--- src/rtl/ack_bus_pkg.sv ---
// Shared definitions for the acknowledge-bus arbiter: FSM state encoding and
// arbitration mode constants.
package ack_bus_pkg;

    localparam logic [1:0] ST_IDLE    = 2'd0;
    localparam logic [1:0] ST_GRANT   = 2'd1;
    localparam logic [1:0] ST_RELEASE = 2'd2;

    typedef enum logic [1:0] {
        IDLE    = ST_IDLE,
        GRANT   = ST_GRANT,
        RELEASE = ST_RELEASE
    } state_e;

    localparam int ARB_FIXED = 0;
    localparam int ARB_RR    = 1;

endpackage

--- src/rtl/ack_bus_rr_pick.sv ---
// Combinational rotating-priority encoder: returns the first requesting index
// at or above the pointer (wrapping), or the lowest index when rotation is off.
module ack_bus_rr_pick
    import ack_bus_pkg::*;
#(
    parameter int N_SRC = 4,
    parameter int ID_W  = $clog2(N_SRC)
) (
    input  logic [N_SRC-1:0] req_i,
    input  logic [ID_W-1:0]  ptr_i,
    input  logic             rr_i,
    output logic             valid_o,
    output logic [ID_W-1:0]  index_o
);

    // Scan from the farthest offset down so the nearest requester wins last.
    always_comb begin
        int base;
        int pos;
        base    = rr_i ? int'(ptr_i) : 0;
        pos     = 0;
        valid_o = 1'b0;
        index_o = '0;
        for (int off = N_SRC - 1; off >= 0; off--) begin
            pos = (base + off) % N_SRC;
            if (req_i[pos]) begin
                valid_o = 1'b1;
                index_o = ID_W'(pos);
            end
        end
    end

endmodule

--- src/rtl/ack_bus_rr_arbiter.sv ---
// Registered N-source acknowledge-bus arbiter with fixed or round-robin
// priority, grant holding, a turnaround cycle and a hold-limit timeout.
module ack_bus_rr_arbiter
    import ack_bus_pkg::*;
#(
    parameter int N_SRC    = 4,
    parameter int ID_W     = $clog2(N_SRC),
    parameter int ARB_MODE = 0,
    parameter int HOLD_MAX = 64
) (
    input  logic             clk,
    input  logic             rst,
    input  logic [N_SRC-1:0] req,
    input  logic [N_SRC-1:0] done,
    output logic [N_SRC-1:0] grant,
    output logic [ID_W-1:0]  winner_id,
    output logic             ack_event,
    output logic             busy,
    output logic             timeout_event
);

    localparam int   CNT_W   = (HOLD_MAX < 1) ? 1 : $clog2(HOLD_MAX + 1);
    localparam logic RR_MODE = (ARB_MODE != ARB_FIXED);

    state_e             state_q;
    logic [N_SRC-1:0]   grant_q;
    logic [N_SRC-1:0]   grant_d;
    logic [ID_W-1:0]    winner_q;
    logic [ID_W-1:0]    ptr_q;
    logic [ID_W-1:0]    ptr_d;
    logic [CNT_W-1:0]   cnt_q;
    logic               ack_q;
    logic               tout_q;
    logic               busy_q;

    logic               pickValid;
    logic [ID_W-1:0]    pickIdx;
    logic               winDone;
    logic               winReq;
    logic               limitHit;
    logic               releaseNow;
    logic               timeoutOnly;

    ack_bus_rr_pick #(
        .N_SRC (N_SRC),
        .ID_W  (ID_W)
    ) u_pick (
        .req_i   (req),
        .ptr_i   (ptr_q),
        .rr_i    (RR_MODE),
        .valid_o (pickValid),
        .index_o (pickIdx)
    );

    // A timeout only counts as the cause when the winner is neither done nor gone.
    always_comb begin
        grant_d     = N_SRC'(1) << pickIdx;
        ptr_d       = (int'(pickIdx) == N_SRC - 1) ? '0 : pickIdx + ID_W'(1);
        winDone     = done[winner_q];
        winReq      = req[winner_q];
        limitHit    = (HOLD_MAX != 0) && (cnt_q == CNT_W'(HOLD_MAX));
        releaseNow  = winDone || !winReq || limitHit;
        timeoutOnly = limitHit && winReq && !winDone;
    end

    always_ff @(posedge clk) begin
        if (rst) begin
            state_q  <= IDLE;
            grant_q  <= '0;
            winner_q <= '0;
            ptr_q    <= '0;
            cnt_q    <= '0;
            ack_q    <= 1'b0;
            tout_q   <= 1'b0;
            busy_q   <= 1'b0;
        end else begin
            ack_q  <= 1'b0;
            tout_q <= 1'b0;
            unique case (state_q)
                IDLE: begin
                    if (pickValid) begin
                        state_q  <= GRANT;
                        grant_q  <= grant_d;
                        winner_q <= pickIdx;
                        ptr_q    <= ptr_d;
                        cnt_q    <= CNT_W'(1);
                        ack_q    <= 1'b1;
                        busy_q   <= 1'b1;
                    end
                end
                GRANT: begin
                    if (releaseNow) begin
                        state_q <= RELEASE;
                        grant_q <= '0;
                        tout_q  <= timeoutOnly;
                    end else if (cnt_q != '1) begin
                        cnt_q <= cnt_q + CNT_W'(1);
                    end
                end
                RELEASE: begin
                    state_q <= IDLE;
                    busy_q  <= 1'b0;
                end
                default: begin
                    state_q <= IDLE;
                    grant_q <= '0;
                    busy_q  <= 1'b0;
                end
            endcase
        end
    end

    assign grant         = grant_q;
    assign winner_id     = winner_q;
    assign ack_event     = ack_q;
    assign busy          = busy_q;
    assign timeout_event = tout_q;

endmodule

--- config.mk ---
export PLATFORM = sky130hd
export DESIGN_NAME = ack_bus_rr_arbiter
export DESIGN_NICKNAME = d
export VERILOG_FILES = /design/src/rtl/ack_bus_pkg.sv /design/src/rtl/ack_bus_rr_pick.sv /design/src/rtl/ack_bus_rr_arbiter.sv
export SDC_FILE = /design/constraint.sdc
export NUM_CORES = 1
export LEC_CHECK = 0
export ABC_AREA = 1
export CAP_MARGIN = 25
export CORE_MARGIN = 3
export CORE_UTILIZATION = 48
export CTS_CLUSTER_DIAMETER = 80
export DETAILED_ROUTE_END_ITERATION = 16
export PLACE_DENSITY = 0.83
export SYNTH_ARGS = -nofsm -noshare
export SYNTH_HDL_FRONTEND = slang
export SYNTH_HIERARCHICAL = 1
export SYNTH_SLANG_ARGS = --single-unit
--- constraint.sdc ---
create_clock -name clk -period 1.7 [get_ports clk]
set_input_delay 0.51 -clock clk [delete_from_list [all_inputs] [get_ports clk]]
set_output_delay 0.51 -clock clk [all_outputs]
set_load 0.01 [all_outputs]
==> reports/qor.yml <==
pin_count: 19
drive_gt1_share_pct: 23.7
first_pass_iters: 4
dieWidth_um: 57.5
dr.first_iter.drc_count: 41
slew_viol_final: 0
grt_pass1_vias: 1107
cp_max_fo: 4
endpoint_kind: "flip-flop"
place_congestion: 0.844
ys_types: 21
grt_start_max_net_pins: 12
yosysTopAreaCell: "dfxtp_1"
arrival_ns: 1.83
path_class: "primary input to flip-flop"
syn_inst: 191
status: "completed"
nets: 253
nFillCells: 217
critPathSlowestCell: "ha_1"
initial_utilization_pct: 51.0
cp_top_family: "buffers and inverters"
cts-root-buf: "clkbuf_4"
switching_power_uw: 623
hold_viol: 0
setup_viol: 0
mostFrequentLayoutCells: "39 x nand2_1, 24 x nor2_1, 23 x inv_1, 23 x nand3_1, 21 x buf_4"
htree_levels: 1
postSynth.asyncResetShare_pct: 0
cp.buffers_inverters: 4
cts.clk_slew.worst_paths_ns: 0.11
setup_ws_ns: 0.0699
dpl.hpwl_mm: 2.31
critPathMaxStageDelay_ns: 0.28
yosys.area.top_type_share_pct: 31.4
cts_num_sinks: 20
antenna_cells: 0
ant_nets: 0
ys.warnings.count: 6
syn_to_final_growth_pct: 34.3
ys_seq_area_share_pct: 31.4
track_usage_pct: 17.6
synth_ff_type: "dfxtp_1"
wl_mm: 2.80
grt_pass1_wl_mm: 4.65
antenna_found_initial: 0
seq_power_share_pct: 37.0
clock_skew_ns: 0.0115
rows: 18
final_area_sq_um: 1710
drc: 0
place_ws_ns: -0.527
viasPerCell: 4.90
worstSkewPairLatency_ns: 0.31
cp.required_ns: 1.90
min_period_ns: 1.63
synthTopCellsByArea: "dfxtp_1 31%, nand2_1 12%, nand3_1 10%"
overflow: 0
period_share_pct: 95.9
cap_violations: 0
worstSetupStartpointType: "primary input"
rsz0062_at_grt: "true"
synthesis.area_sq_um: 1270
die_area_sq_um: 3310
p_comb_share_pct: 45.9
syn_area_per_cell_sq_um: 6.67
clock_path_buffers: 2
die_h_um: 57.5
intPower_uw: 1010
path_cells: "dlygate4sd2_1 -> inv_2 -> nand2_1 -> nand3_1 -> o21ai_1 -> inv_1 -> nand3_1 -> nand2_2 -> inv_2 -> ha_1 -> o21ai_1 -> nor2_1"
routedWlPerCell_um: 10.5
hold_path_class: "flip-flop to flip-flop"
core-area_sq_um: 2500
final_common_cell: "nand2_1"
synth_edf_count: 0
place_area_sq_um: 1620
ys_ff_latch: 20
p_clk_share_pct: 17.1
vdd.ir_drop.worst_v: 0.000846
io_buffers: 18
postCtsHoldBufs: 0
num_vias: 1303
p_leak_uw: 0.000929
power_density_nw_per_um2: 956
fmax_mhz: 613
cts_tree: "done"
numCtsBuffers: 3
sw_frac_of_total_pct: 38.1
-- area by class of cell --
| type | count | area [sq um] | area share, % |
|---|---|---|---|
| sequential | 20 | 400 | 23.4 |
| tap | 30 | 37.5 | 2.19 |
| clock buffer | 4 | 36.3 | 2.12 |
| multi-input combinational | 143 | 777 | 45.4 |
| inverter | 29 | 111 | 6.51 |
| timing repair buffer | 40 | 348 | 20.3 |
-- power groups by stage --
stage	clock network (uW)	registers (uW)	logic, uW
global route	308	616	857
global placement	0	615	712
floorplan	0	626	424
CTS	287	605	729
finish	280	605	750
detailed placement	0	616	722
-- worst min-delay path: stages, from the launching register on --
cell,delay (ns)
dfxtp_1,0.32
nand3_1,0.07
nand2_1,0.04
-- metrics by stage --
| stage | setup TNS (ns) | std cells | hold WS, ns | utilization [%] | total power [uW] |
|---|---|---|---|---|---|
| after floorplan | 0 | 195 | 0.453 | - | 1050 |
| after global placement | -6.16 | 260 | 0.453 | 64.9 | 1330 |
| after detailed placement | -6.90 | 260 | 0.455 | 64.9 | 1340 |
| after CTS | 0 | 266 | 0.471 | 67.6 | 1620 |
| after global routing | -0.123 | 266 | 0.494 | 68.4 | 1780 |
| final | 0 | 266 | 0.471 | 68.4 | 1640 |
-- timing repair --
item	CTS	global route
endpoints found under the setup margin	19	13
setup buffers	2	0
resized for setup	18	8
cloned	0	0
pin swaps	7	1
-- final timing paths --
kind / slack [ns] / start / end / cells after the start
max: 0.07 / req[0] / ptr_q[1]$_SDFFE_PP0P_ / 12
max reg2reg: 0.18 / cnt_q[0]$_SDFFE_PP0P_ / cnt_q[6]$_SDFFE_PP0P_ / 7
min reg2reg: 0.47 / grant[2]$_SDFFE_PP0P_ / grant[2]$_SDFFE_PP0P_ / 2
min: 0.47 / grant[2]$_SDFFE_PP0P_ / grant[2]$_SDFFE_PP0P_ / 2
-- cell families after synthesis --
kind of cell | Yosys count | share of synthesized area, %
AOI/OAI and AO/OA | 20 | 9.53
adders and majority gates | 6 | 5.89
buffers and inverters | 32 | 11.4
DFF | 20 | 31.4
other | 1 | 0.294
and+or+nand+nor | 112 | 41.5
-- flip-flops by register name (all words and copies together) (netlist names) --
| signal | cells |
|---|---|
| cnt_q | 7 |
| busy | 1 |
| ptr_q | 2 |
| winner_id | 2 |
| timeout_event | 1 |
| grant | 4 |
| state_q | 2 |
| ack_event | 1 |
-- synthesized netlist by cell type, types with 2 or more instances --
library cell  count
a21oi_1           8
a21oi_2           5
buf_6             3
clkinv_2          2
dfxtp_1          20
ha_1              6
inv_1            26
nand2_1          41
nand2_2           7
nand3_1          26
nand3_2           6
nand4_1           3
nor2_1           25
nor3b_1           2
o21ai_0           4
o21ai_1           2
-- metal layers --
metal	routed length (um)	track usage, %
met4	17	2.98
met2	1350	27.9
met3	74	4.07
met5	0	0
met1	1360	24.7
(Power assumes the default switching activity.)
